`config.mk`:
```
export PLATFORM = sky130hd
export DESIGN_NAME = gpr_wb_ctrl
export DESIGN_NICKNAME = d
export VERILOG_FILES = /design/src/rtl/gpr_wb_ctrl.sv
export SDC_FILE = /design/constraint.sdc
export NUM_CORES = 1
export LEC_CHECK = 0
export ABC_AREA = 1
export BUFFER_PORTS_ARGS = -buffer_cell sky130_fd_sc_hd__buf_2
export CORE_MARGIN = 3
export CORE_UTILIZATION = 47
export CTS_CLUSTER_SIZE = 20
export DETAILED_ROUTE_END_ITERATION = 7
export PLACE_DENSITY = 0.77
export SETUP_SLACK_MARGIN = 0.4
export SYNTH_ARGS = -nofsm -noshare
export SYNTH_HDL_FRONTEND = slang
export SYNTH_SLANG_ARGS = --single-unit
```
`constraint.sdc`:
```
create_clock -name clk -period 3.8 [get_ports clk]
set_clock_uncertainty 0.2 [all_clocks]
set_input_delay 1.14 -clock clk [delete_from_list [all_inputs] [get_ports clk]]
set_output_delay 1.14 -clock clk [all_outputs]
set_load 0.01 [all_outputs]
```
`src/rtl/gpr_wb_ctrl.sv`:
```
// Register-file write-back arbiter: merges ALU results with in-order load returns,
// tracking outstanding load destinations in a tag FIFO and a pending scoreboard.
module gpr_wb_ctrl #(
    parameter int unsigned LQ_DEPTH = 4
) (
    input  logic                       clk,
    input  logic                       rst,
    input  logic                       alu_valid,
    input  logic [4:0]                 alu_addr,
    input  logic [31:0]                alu_data,
    output logic                       alu_ready,
    input  logic                       ld_issue,
    input  logic [4:0]                 ld_addr,
    output logic                       ld_issue_ready,
    input  logic                       mem_rvalid,
    input  logic [31:0]                mem_rdata,
    output logic                       we,
    output logic [4:0]                 wr_addr,
    output logic [31:0]                wr_data,
    input  logic [4:0]                 rd_addr_0,
    input  logic [4:0]                 rd_addr_1,
    output logic                       stall,
    output logic [$clog2(LQ_DEPTH):0]  lq_count,
    output logic                       err
);

    localparam int unsigned PW = $clog2(LQ_DEPTH);
    localparam int unsigned CW = PW + 1;

    logic [4:0]    tags [LQ_DEPTH];
    logic [PW-1:0] wr_ptr;
    logic [PW-1:0] rd_ptr;
    logic [CW-1:0] count;
    logic [31:0]   pending;
    logic [31:0]   pending_nxt;
    logic          err_q;

    logic          full;
    logic          empty;
    logic          push;
    logic          pop;
    logic          alu_fire;
    logic          ret_err;
    logic [4:0]    head;

    assign full  = (count == CW'(LQ_DEPTH));
    assign empty = (count == '0);
    assign head  = tags[rd_ptr];

    // Handshakes use registered pending state only; load return outranks the ALU.
    assign ld_issue_ready = ~rst & ~full & ~pending[ld_addr];
    assign alu_ready      = ~rst & ~mem_rvalid & ~pending[alu_addr];

    assign push     = ld_issue & ld_issue_ready;
    assign pop      = ~rst & mem_rvalid & ~empty;
    assign ret_err  = ~rst & mem_rvalid & empty;
    assign alu_fire = alu_valid & alu_ready;

    // Write-port mux
    always_comb begin
        we      = 1'b0;
        wr_addr = 5'd0;
        wr_data = 32'd0;
        if (pop) begin
            we      = 1'b1;
            wr_addr = head;
            wr_data = mem_rdata;
        end else if (alu_fire) begin
            we      = 1'b1;
            wr_addr = alu_addr;
            wr_data = alu_data;
        end
    end

    // A same-cycle write to a source register is forwarded by the register file.
    assign stall = ~rst &
                   ((pending[rd_addr_0] & ~(we & (wr_addr == rd_addr_0))) |
                    (pending[rd_addr_1] & ~(we & (wr_addr == rd_addr_1))));

    // Push after pop so a same-register retire/issue leaves the bit set.
    always_comb begin
        pending_nxt = pending;
        if (pop) begin
            pending_nxt[head] = 1'b0;
        end
        if (push) begin
            pending_nxt[ld_addr] = 1'b1;
        end
    end

    always_ff @(posedge clk) begin
        if (rst) begin
            wr_ptr  <= '0;
            rd_ptr  <= '0;
            count   <= '0;
            pending <= '0;
            err_q   <= 1'b0;
        end else begin
            if (push) begin
                wr_ptr <= wr_ptr + PW'(1);
            end
            if (pop) begin
                rd_ptr <= rd_ptr + PW'(1);
            end
            count   <= count + CW'(push) - CW'(pop);
            pending <= pending_nxt;
            if (ret_err) begin
                err_q <= 1'b1;
            end
        end
    end

    // Tag storage needs no reset; validity is tracked by count.
    always_ff @(posedge clk) begin
        if (push) begin
            tags[wr_ptr] <= ld_addr;
        end
    end

    assign lq_count = count;
    assign err      = err_q & ~rst;

endmodule

```
==> run summary, run 1 <==
The worst setup path category was input pin to output port. The tools report the capture instance of the worst register-to-register path as lq_count[2]$_SDFF_PP0_. For this run, design rule violations remaining after detail routing come to 0. Cell type contributing the most total cell area after synthesis: sky130_fd_sc_hd__dfxtp_1. For the post-synthesis instance total, the log shows 634.

The routed design has 18000 µm of wire. The number of nets handed over by synthesis was 730. For the finished layout, the period the worst path requires is 4.08 ns. For the pin with the worst max-slew slack, the measured transition is 0.453 ns. Counting cells, the worst reg-to-reg path comes to 17. Setup violations remaining at the end of the flow were counted as 39. The mean number of vias per cell is 6.14, and the full die area is 10500 µm².

The wire-length estimate of the detail-placed layout is 12900 µm. TritonCTS built the clock tree. OpenSTA, run right after detailed placement, puts the worst setup slack at -0.487 ns. Entering global routing, the biggest net connects 39 pins. For the initial antenna violation count, the log shows 0. The startpoint identified for the worst register-to-register timing path is pending[24]$_SDFF_PP0_. Endpoint type of the worst setup path: an output port.

The tools report the cell count after placement as 919. Along the worst hold path, the cell count comes to 2. At the worst endpoint, the arrival time is 2.74 ns. Wire length per cell: 18.6 µm. The worst hold path belongs to the class flop to flop. The cell area after synthesis came out at 4390 µm². Setup repair after global routing could not meet its margin everywhere.

For this design the static power due to leakage is 2.95 nW. The run gives 39 as the count of distinct cell types in the synthesized netlist. After clock tree synthesis, the flow added hold-fix buffers numbering 0. The region available for standard cell placement spans 8890 µm².

The tools report the root buffer cell as sky130_fd_sc_hd__clkbuf_8. The first global-routing pass estimated 27200 µm of wire. The worst-case vdd ir drop was 251 µV; the reg2reg setup slack was 0.65 ns. The tool flagged a number of max-cap violations equal to 0.

The post-route netlist has 40.1% of its cells at a drive strength greater than 1. After the flow finishes, the layout carries non-filler instances totaling 963. Measured against its own limit, the worst slew margin works out to 69.8%. The detailed router finished its first iteration with 714 violations.

In this run the core area contains 34 standard-cell rows. The sequential-to-total area share from yosys stat is 32.8%. Synthesis inferred 62 register bits. The logs give 9 for the TritonCTS buffer count and 0 for the number of warnings issued by yosys.

The total count of hold-check failures in the final report was 0; the total non-filler cell area in the finished layout was 6660 µm². For the total count of max-transition violations in the final report, the log shows 0. The repair_antennas step left the layout with diodes totalling 0.

The tools report the worst min-delay path endpoint as pending[18]$_SDFF_PP0_. Of all nets on the critical path, the largest fanout is 8. Power density over the cells: 337 nW/µm².

Number of top-level pins: 134. Once the floorplan was initialized, standard cells occupied 49.4% of the core. The count of input and output buffers came out at 133. In the finished design, the share of the clock period the worst path needs comes to 107%.

The H-tree was split into 3 levels. The logs give 946 for the net count of the finished layout and 62 for the TritonCTS sink count. In the post-synthesis netlist, the biggest area contributors are sky130_fd_sc_hd__dfxtp_1 (19%), sky130_fd_sc_hd__edfxtp_1 (14%), sky130_fd_sc_hd__nand3_1 (11%), sky130_fd_sc_hd__a21oi_1 (8.4%), sky130_fd_sc_hd__o21ai_0 (8.2%).

The die height is 103 µm, and the detailed-route via count is 5910. The synthesized area divided by synthesized cell count came out at 6.92 µm². The library cell used most frequently in the layout, excluding fill and tap cells, is sky130_fd_sc_hd__buf_2.

Before antenna repair, the detailed router went through 7 iterations. The run gives 5560 as the number of global-route vias before repair. The most critical setup path has its startpoint at alu_addr[0]. The run gives 0 as the overall overflow remaining after global route. The area growth from synthesis to layout is 51.7%. Global routing used 33.5% of the available tracks across all layers.

Clock-pin slew was measured on the worst setup and hold paths at 0.08 ns. The maximum achievable frequency is 245 MHz. Data on the critical path is required at its endpoint by 2.46 ns. Once placement finished, the instance area stood at 5710 µm².

The worst hold path begins at pending[18]$_SDFF_PP0_. The congestion estimate from routability-driven global placement came to 1.09. The flow ran to the end, but the final reports show violations. The later pin in the worst-skew pair is clocked with a latency of 0.36 ns. The critical path startpoint category is an input pin. The checks that failed: negative setup slack.

The die is 103 µm wide. The worst path setup slack after routing is -0.277 ns, and the hold slack is 0.282 ns. The clock passes through at most 2 buffers.

Once detail routing completed, the nets flagged for antenna violations numbered 0. The library cells used most frequently in the layout, excluding fill and tap cells, are sky130_fd_sc_hd__buf_2 (123), sky130_fd_sc_hd__buf_4 (80), sky130_fd_sc_hd__nand2_1 (72), sky130_fd_sc_hd__a21oi_1 (71), sky130_fd_sc_hd__nand3_1 (70). The share of synthesized area in the top cell type comes to 19.2%.
cells by family after synthesis:
| family | share of synthesized area, % |
|---|---|
| simple gates | 23.2 |
| compound gates | 29.8 |
| buf+inv | 11.2 |
| flops | 32.8 |
| fa+ha+maj | 2.17 |
| xor+xnor | 0.799 |
metal layers:
layer  wire length, µm  up-vias  GRT usage [%]  part of all wire (%)
li1                  -     2695              -                     -
met1              6480     2685           41.4                    36
met2              8540      430           55.1                    48
met3              1990      100           7.17                    11
met4               938        0           17.2                   5.2
met5                 0        -              0                     0
report_power, final:
part	leakage, nW	switching (W)	total (W)	internal, W
combinational	2.33	0.000531	0.000932	0.000401
sequential	0.521	0.0000304	0.000750	0.000720
clock	0.0971	0.000313	0.000564	0.000250
total	2.95	0.000875	0.00225	0.00137
stage by stage:
| step | total power (W) | TNS (ns) | utilization [%] |
|---|---|---|---|
| after floorplan | 0.00121 | -0.817 | - |
| after global placement | 0.00151 | -12.06 | 64.3 |
| after detailed placement | 0.00153 | -12.95 | 64.3 |
| after CTS | 0.00218 | -5.38 | 73.1 |
| after global routing | 0.00237 | -10.83 | 74.9 |
| final | 0.00225 | -7.78 | 74.9 |
area by class of cell:
class / count / area [µm²]
Clock inverter: 7 / 61.3
Sequential cell: 62 / 1440
Tap cell: 108 / 135
Clock buffer: 9 / 124
Timing Repair inverter: 2 / 21.3
Multi-Input combinational cell: 455 / 2810
Fill cell: 664 / 2230
Inverter: 84 / 345
Timing Repair Buffer: 236 / 1720
synth_stat cells:
library cell	number
sky130_fd_sc_hd__o311ai_0	4
sky130_fd_sc_hd__dfxtp_1	42
sky130_fd_sc_hd__a311oi_1	1
sky130_fd_sc_hd__nand3_1	96
sky130_fd_sc_hd__a31oi_1	1
sky130_fd_sc_hd__a22oi_2	1
sky130_fd_sc_hd__a221o_1	1
sky130_fd_sc_hd__a211oi_1	4
sky130_fd_sc_hd__fa_1	1
sky130_fd_sc_hd__a22oi_1	1
sky130_fd_sc_hd__clkinv_1	3
sky130_fd_sc_hd__nand2_1	91
sky130_fd_sc_hd__o21ai_0	72
sky130_fd_sc_hd__buf_2	6
sky130_fd_sc_hd__inv_1	78
sky130_fd_sc_hd__buf_4	3
sky130_fd_sc_hd__o221ai_1	2
sky130_fd_sc_hd__nand2_2	2
sky130_fd_sc_hd__clkbuf_1	20
sky130_fd_sc_hd__xnor2_1	1
sky130_fd_sc_hd__a21oi_1	74
sky130_fd_sc_hd__nand4_1	2
sky130_fd_sc_hd__nor2_1	28
sky130_fd_sc_hd__a21boi_1	1
sky130_fd_sc_hd__buf_6	4
sky130_fd_sc_hd__nor3_1	8
sky130_fd_sc_hd__a32o_1	32
sky130_fd_sc_hd__a221oi_1	1
sky130_fd_sc_hd__and3_1	1
sky130_fd_sc_hd__nor2_2	1
sky130_fd_sc_hd__o211ai_1	3
sky130_fd_sc_hd__xor2_1	3
sky130_fd_sc_hd__edfxtp_1	20
sky130_fd_sc_hd__o22ai_1	13
sky130_fd_sc_hd__nor2_4	1
sky130_fd_sc_hd__ha_1	6
sky130_fd_sc_hd__inv_2	3
sky130_fd_sc_hd__o21ai_1	2
sky130_fd_sc_hd__buf_1	1
registers in the layout, indices dropped and copies added (netlist names), named ones only:
| name | flops |
|---|---|
| rd_ptr | 2 |
| err_q | 1 |
| pending | 32 |
| lq_count | 3 |
| tags | 20 |
| wr_ptr | 2 |
critical path, stage by stage:
cell	delay [ns]
sky130_fd_sc_hd__buf_16	0.13
sky130_fd_sc_hd__inv_12	0.08
sky130_fd_sc_hd__nand2_1	0.06
sky130_fd_sc_hd__nand3_1	0.08
sky130_fd_sc_hd__nand3_1	0.10
sky130_fd_sc_hd__nand3_2	0.09
sky130_fd_sc_hd__nand3_2	0.09
sky130_fd_sc_hd__nand2_4	0.10
sky130_fd_sc_hd__nand3_4	0.09
sky130_fd_sc_hd__nand2_4	0.12
sky130_fd_sc_hd__nand2_4	0.07
sky130_fd_sc_hd__buf_4	0.13
sky130_fd_sc_hd__buf_4	0.12
sky130_fd_sc_hd__buf_6	0.10
sky130_fd_sc_hd__buf_6	0.10
sky130_fd_sc_hd__inv_2	0.04
sky130_fd_sc_hd__buf_6	0.09
what timing repair did:
item	CTS	global route
setup endpoints to repair	43	43
pin swaps	38	19
gates resized for setup	98	26
buffers inserted	14	7
cloned	7	0
how the worst max path moves through the flow:
stage | to
final | wr_addr[0]
after global routing | stall
after CTS | stall
after detailed placement | stall
after global placement | stall
after floorplan | stall
Power figures use the tool's default switching activity.
==> inputs of run 2 (changes only) <==
--- a/config.mk
+++ b/config.mk
@@ -7,11 +7,12 @@
 export LEC_CHECK = 0
 export ABC_AREA = 1
 export BUFFER_PORTS_ARGS = -buffer_cell sky130_fd_sc_hd__buf_2
+export CAP_MARGIN = 20
 export CORE_MARGIN = 3
 export CORE_UTILIZATION = 47
 export CTS_CLUSTER_SIZE = 20
 export DETAILED_ROUTE_END_ITERATION = 7
-export PLACE_DENSITY = 0.77
+export PLACE_DENSITY = 0.85
 export SETUP_SLACK_MARGIN = 0.4
 export SYNTH_ARGS = -nofsm -noshare
 export SYNTH_HDL_FRONTEND = slang
==> run 2 against run 1 <==
The run still ends with negative setup slack left. Critical path depth shrank 2. Global-route usage up 2.1 points. Power down 0.58%. Sequential cell count unchanged. Worst hold slack got worse by 0.0011 ns. Clock-buffer cell count unchanged. Fmax is 2.0% lower. Non-clock buffer count rose by 6. Final cell count up 0.62%. Die area unchanged. Sequential share of layout area down 0.32 points. Sequential power hardly changed.
==> run summary, run 2 (synthesis results as in run 1) <==
The run finished, with violations left. The checks that failed: negative setup slack. The floorplan step defined a core boundary enclosing 8890 µm². The clock tree synthesis step divided the H-tree into 3 levels. The register with the most flip-flops in the layout has 32 of them.

The design draws 0.00223 W. In the final routed layout, each cell accounts on average for 19.9 µm. Measured along the x axis, the die boundary spans 103 µm. After clock tree synthesis, the clock-pin slew on the worst setup and hold paths is 0.08 ns. The floorplan step defined a die boundary enclosing 10500 µm². The count of input and output buffers was 133. For the total count of max-transition violations in the final report, the log shows 0. The first global-routing pass estimated 28900 µm of wire. The tree is rooted in a sky130_fd_sc_hd__clkbuf_8. For this run, design rule violations remaining after detail routing come to 0.

Grouping stages by cell kind, the critical path spends the most delay in simple AND/OR/NAND/NOR gates. TritonCTS built the clock tree. Setup violations remaining at the end of the flow were counted as 37. The number of cells on the worst hold path was 2; the depth of the worst register-to-register path was 16. Summed over all cells, the static leakage comes to 2.98 nW. TritonCTS created 9 clock buffers.

At the worst endpoint, the arrival time is 2.82 ns. The count of nets left with antenna violations after detail routing was 0. The later pin in the worst-skew pair is clocked with a latency of 0.35 ns. The worst setup path is launched from an input pin. In this run the most critical hold path is launched from pending[10]$_SDFF_PP0_. The worst path uses 109% of the clock period. Along the worst path, the maximum fanout reaches 5. Headroom to the max-slew limit came out at 66.1%.

Worst setup path category: input pin to output port. Routability-driven placement finished with a final weighted congestion of 1.09. The cell occurring most often along the worst timing path is sky130_fd_sc_hd__nand3_1. The critical path goes through buf_16, o211ai_1, nand3_1, nand3_2, nand3_4, nand2_4, nand3_4, nand2_2, nand3_1, nand2_1, nor2_1, nand3_1, nand2_1, a21oi_2, buf_2. The total count of hold-check failures in the final report was 0; the register cell area after layout was 1440 µm². Max-cap violations in this run came to 0. Register with the most flip-flops: pending. The first routing iteration left 717 violations. In the layout the commonest cells are sky130_fd_sc_hd__buf_2 (121), sky130_fd_sc_hd__buf_4 (84), sky130_fd_sc_hd__nand3_1 (72), sky130_fd_sc_hd__nand2_1 (71), sky130_fd_sc_hd__a21oi_1 (71). The worst setup path is captured at an output port.

Static timing analysis puts the maximum clock frequency at 240 MHz. In this run the critical register-to-register path is captured at lq_count[2]$_SDFF_PP0_. The tools report the worst min-delay path endpoint as pending[10]$_SDFF_PP0_. The number of global-route vias before repair came out at 5595. The tools report the number of diodes as 0. Of the cells placed in the final design, the portion with a size suffix greater than 1 is 40.5%.

Setup repair after global routing could not meet its margin everywhere. From synthesis to final layout, the design area changed by 54.0%. The count of buffer and inverter cells on the critical path came out at 2. After filler insertion, the fill cell instance count of the layout stands at 643.

The TritonCTS sink count was 62; the overall routed net length was 19300 µm. The clock period minus worst slack came out at 4.16 ns. Data on the critical path is required at its endpoint by 2.46 ns. The startpoint of the worst setup timing path was alu_addr[0].

Global routing used 35.6% of the available tracks across all layers. The launch instance of the worst register-to-register path is lq_count[1]$_SDFF_PP0_. At the pin with the least slew margin, the transition time is 0.505 ns. Once the floorplan was initialized, standard cells occupied 49.4% of the core. Summing over every cut layer, the via total after detailed routing is 5973. The HPWL after detailed placement was 13800 µm. The critical path depth in cells is 15. The path class of the tightest hold or removal check is flop to flop. The initial antenna violation count is 0.

The logs give 39 for the maximum number of pins on one net before global-route repair and 0 for the post-cts hold buffer count. Leaving out fill and tap cells, the most frequent cell in the layout is sky130_fd_sc_hd__buf_2. The total iterations of the first detailed-routing run was 8. The highest-delay cell along the critical path was sky130_fd_sc_hd__o211ai_1.

The power density over the cells was 330 nW/µm². Timing analysis after detailed placement gives a worst setup slack of -0.537 ns. For the worst-case vdd ir drop, the log shows 316 µV.

The worst path setup slack after routing is -0.361 ns, and the die height is 103 µm. The count of standard-cell rows was 34; the hold slack was 0.281 ns. Using the TritonRoute via totals, the vias-per-cell ratio works out to 6.16. The combined area of the multi-input logic cells is 2820 µm², and the overall overflow remaining after global route is 0.

Worst-case clock buffer depth: 2. Setup slack on the worst reg-to-reg path comes out at 0.83 ns. 134 I/O pins were placed. The critical path's largest stage delay was 0.19 ns. The final layout contains 952 nets.
-- run 2: per-layer routing --
layer,track usage [%],wire length [µm]
met5,0,0
met4,16.2,1040
met3,7.37,2020
met2,58.6,9090
met1,44.8,7130
-- run 2: tightest hold or removal path, cell delays in order (launching register included) --
cell and delay, ns:
sky130_fd_sc_hd__dfxtp_1 0.32, sky130_fd_sc_hd__o21ai_0 0.06, sky130_fd_sc_hd__a21oi_1 0.06
-- run 2: worst max path at each step --
stage	end
after floorplan	stall
after global placement	stall
after detailed placement	stall
after CTS	wr_data[1]
after global routing	stall
final	stall
-- run 2: what timing repair did --
| action | 4_1_cts | 5_1_grt |
|---|---|---|
| setup endpoints to repair | 44 | 43 |
| gates resized for setup | 89 | 45 |
| setup buffers | 14 | 4 |
| gates cloned | 9 | 0 |
| pin swaps | 21 | 16 |
-- run 2: area by class of cell --
class                           count  area share [%]
Multi-Input combinational cell    455            41.7
Sequential cell                    62            21.3
Inverter                           84            5.15
Timing Repair Buffer              242            26.9
Tap cell                          108            2.00
Timing Repair inverter              2           0.315
Clock inverter                      7           0.722
Clock buffer                        9            1.83
-- run 2: report_power, final --
group | internal [W] | switching, W
clock network | 0.000238 | 0.000303
logic | 0.000406 | 0.000535
registers | 0.000720 | 0.0000324
total | 0.00136 | 0.000870
-- run 2: through the flow --
step / util (%) / std cells / cell area (µm²) / TNS [ns]
2_1_floorplan: - / 634 / 4490 / -0.817
3_3_place_gp: 64.9 / 926 / 5770 / -9.93
3_5_place_dp: 64.9 / 926 / 5770 / -12.33
4_1_cts: 73.9 / 965 / 6570 / -6.27
5_1_grt: 76.0 / 969 / 6760 / -11.61
6_report: 76.0 / 969 / 6760 / -8.55
==> inputs of run 3 (changes only) <==
--- a/config.mk
+++ b/config.mk
@@ -9,10 +9,11 @@
 export BUFFER_PORTS_ARGS = -buffer_cell sky130_fd_sc_hd__buf_2
 export CAP_MARGIN = 20
 export CORE_MARGIN = 3
-export CORE_UTILIZATION = 47
+export CORE_UTILIZATION = 49
+export CTS_BUF_LIST = sky130_fd_sc_hd__clkbuf_4 sky130_fd_sc_hd__clkbuf_8
 export CTS_CLUSTER_SIZE = 20
 export DETAILED_ROUTE_END_ITERATION = 7
-export PLACE_DENSITY = 0.85
+export PLACE_DENSITY = 0.88
 export SETUP_SLACK_MARGIN = 0.4
 export SYNTH_ARGS = -nofsm -noshare
 export SYNTH_HDL_FRONTEND = slang
==> run 3 against run 2 <==
Worst setup slack improved by 0.078 ns. The run still ends with negative setup slack left. Critical path depth increased by 2. Sequential cell count unchanged. Sequential share of layout area decreased by 0.067 points. Combinational power increased by 9%. Final cell count decreased by 0.93%. Worst hold slack improved by 0.0031 ns. Clock-buffer cell count unchanged. Highest routed layer unchanged. Die area decreased by 3.9%. Register-to-register slack got worse by 0.25 ns.
==> run summary, run 3 (synthesis results as in run 1) <==
The tools report the critical path startpoint category as an input pin. The run finished, with violations left. 134 I/O pins were placed. For this design the static power due to leakage is 2.97 nW.

The clock net in this run drives a total of 62 sinks. At the pin with the least slew margin, the transition time is 0.494 ns. Traced cell by cell, the critical path runs through buf_16, inv_12, nand2_2, nand3_2, nand3_2, nand3_2, nand3_2, nand2_4, nand3_4, nand2_4, nand2_4, buf_4, buf_4, buf_6, buf_6, inv_2, buf_6. For the worst path setup slack after routing, the log shows -0.283 ns. The tools report the overall routed net length as 21600 µm. Along the worst path, the maximum fanout reaches 8. Measured along the y axis, the die boundary spans 101 µm. Summing all placed instances gives a cell area of 5690 µm². For the worst-skew pair, the clock arrives at the later sink with an insertion delay of 0.36 ns. STA classifies the critical path endpoint as an output port. The tools report the total count of max-transition violations in the final report as 0. The run gives 0.284 ns as the hold slack. The width of the die is 101 µm. The number of max-cap violations is 0.

The number of global-route vias before repair is 5971. The floorplan has 33 rows. After detailed routing, the number of remaining DRC violations is 0.

TritonCTS built the clock tree. For this run, the total global-route usage over all layers was measured as 39.6%. Setup repair after global routing could not meet its margin everywhere.

The routed layout has 6205 vias. STA puts the critical path data arrival time at 2.74 ns. The leading cell type in the layout, fill and taps excluded is sky130_fd_sc_hd__buf_2.

The clock passes through at most 2 buffers. The full die area is 10100 µm², and the clock period minus worst slack is 4.08 ns. The final reports fail on negative setup slack. Clock tree synthesis inserted a total of 9 buffers. In this run the tool buffered the top-level ports with 133 buffer cells. Derived from the worst setup path, the maximum achievable clock frequency is 245 MHz. Cell occurring most often along the worst timing path: sky130_fd_sc_hd__nand3_2. Summed over all nets, the half-perimeter wirelength after detailed placement is 14300 µm. The tools report the number of DRC markers in iteration 0 as 545.

The logs give 1 for the initial antenna violation count and 945 for the net count of the finished layout. The worst setup path category is input pin to output port. The cell count after placement was 917. The pre-antenna-repair detailed-routing pass consisted of 6 iterations. The run gives 0.927 as the routability congestion estimate. The tools report the root buffer cell as sky130_fd_sc_hd__clkbuf_8. Excluding fillers, the count of instances in the completed layout stands at 960. The worst-case IR drop observed on VDD is 300 µV.

In the layout the commonest cells are sky130_fd_sc_hd__buf_2 (119), sky130_fd_sc_hd__buf_4 (83), sky130_fd_sc_hd__nand2_1 (69), sky130_fd_sc_hd__a21oi_1 (68). Dividing total power by cell area gives a power density of 351 nW/µm². Signed area change from the synthesized netlist to the final layout: 54.5%.

The starting utilization of the core area was 51.8%; the wire length per cell was 22.5 µm. The tools report the total count of hold-check failures in the final report as 0. The logs give 39 for the maximum number of pins on one net before global-route repair and 8460 µm² for the core region area. The clock-pin slew on the worst setup and hold paths came out at 0.07 ns.

The min-delay analysis places its worst path in the category flop to flop. The H-tree was split into 3 levels. The count of nets left with antenna violations after detail routing was 0.

Register with the most flip-flops: pending. Dividing the final minimum period by the clock period gives 107%. The total non-filler cell area in the finished layout was 6780 µm²; the required time of the critical path was 2.46 ns. Measured against its own limit, the worst slew margin works out to 67.0%.

The post-route netlist has 41.8% of its cells at a drive strength greater than 1. The register with the most flip-flops in the layout has 32 of them. On the worst path, the slowest cell contributes a delay of 0.13 ns.

The first global-routing pass estimated 30900 µm of wire. The mean number of vias per cell is 6.46, and the worst-case setup slack after placement is -0.507 ns. The setup TNS was -7.96 ns. Global routing finished with a remaining overflow of 0. Setup violations remaining at the end of the flow were counted as 37. Highest-delay cell along the critical path: sky130_fd_sc_hd__buf_16.
==> run 3: cell count changes in the layout (fill, tap and decap cells not counted), moves of 3 or more <==
cell / previous run / this run
sky130_fd_sc_hd__a21oi_1: 71 / 68
sky130_fd_sc_hd__a21oi_2: 3 / 6
sky130_fd_sc_hd__buf_16: 7 / 3
sky130_fd_sc_hd__clkbuf_16: 0 / 3
sky130_fd_sc_hd__nand3_1: 72 / 67
sky130_fd_sc_hd__nand3_2: 22 / 27
sky130_fd_sc_hd__o22ai_2: 0 / 3
sky130_fd_sc_hd__o311ai_0: 0 / 4
sky130_fd_sc_hd__o311ai_1: 4 / 0
==> run 3: through the flow <==
stage	power [W]	util, %
floorplan	0.00121	-
global placement	0.00151	67.3
detailed placement	0.00154	67.3
CTS	0.00223	76.1
global route	0.00245	80.1
finish	0.00238	80.1
==> run 3: what timing repair did <==
action,in CTS,in global routing
hold buffers,0,0
resized for setup,100,48
setup endpoints to repair,43,44
pin swaps,39,26
gates cloned,4,4
setup buffers,13,5
==> run 3: per-layer routing <==
metal / share of wire (%) / vias up / track usage, %
met4: 7.8 / 0 / 23.0
met1: 33 / 2828 / 45.6
met2: 47 / 540 / 68.1
li1: - / 2684 / -
met3: 12 / 153 / 7.68
met5: 0 / - / 0
==> run 3: worst max-delay path: cells and delay by family <==
family                 cells  cell delay, ns
AND/OR/NAND/NOR            9            0.80
buffers and inverters      8            0.78
==> run 3: area by class of cell <==
type	instances	area [µm²]
antenna	1	2.50
multi-input combinational	455	2900
timing repair buffer	236	1730
tap	105	131
clock inverter	7	72.6
inverter	84	355
clock buffer	9	124
sequential	62	1440
timing repair inverter	1	16.3
fill	569	1690
==> run 3: worst paths after layout <==
| kind | from | endpoint | slack [ns] | depth (start not counted) |
|---|---|---|---|---|
| worst max-delay path | alu_addr[0] | wr_addr[1] | -0.28 | 17 |
| worst min-delay path | pending[14]$_SDFF_PP0_ | pending[14]$_SDFF_PP0_ | 0.28 | 2 |
| worst max register to register | lq_count[1]$_SDFF_PP0_ | lq_count[2]$_SDFF_PP0_ | 0.58 | 16 |
| worst min register to register | pending[14]$_SDFF_PP0_ | pending[14]$_SDFF_PP0_ | 0.28 | 2 |
==> run 3: power breakdown <==
group          internal [W]  switching, W  leakage (nW)  total (W)
Combinational      0.000419      0.000597          2.35    0.00102
Sequential         0.000720     0.0000443         0.521   0.000764
Clock              0.000304      0.000298        0.0956   0.000601
Total               0.00144      0.000939          2.97    0.00238
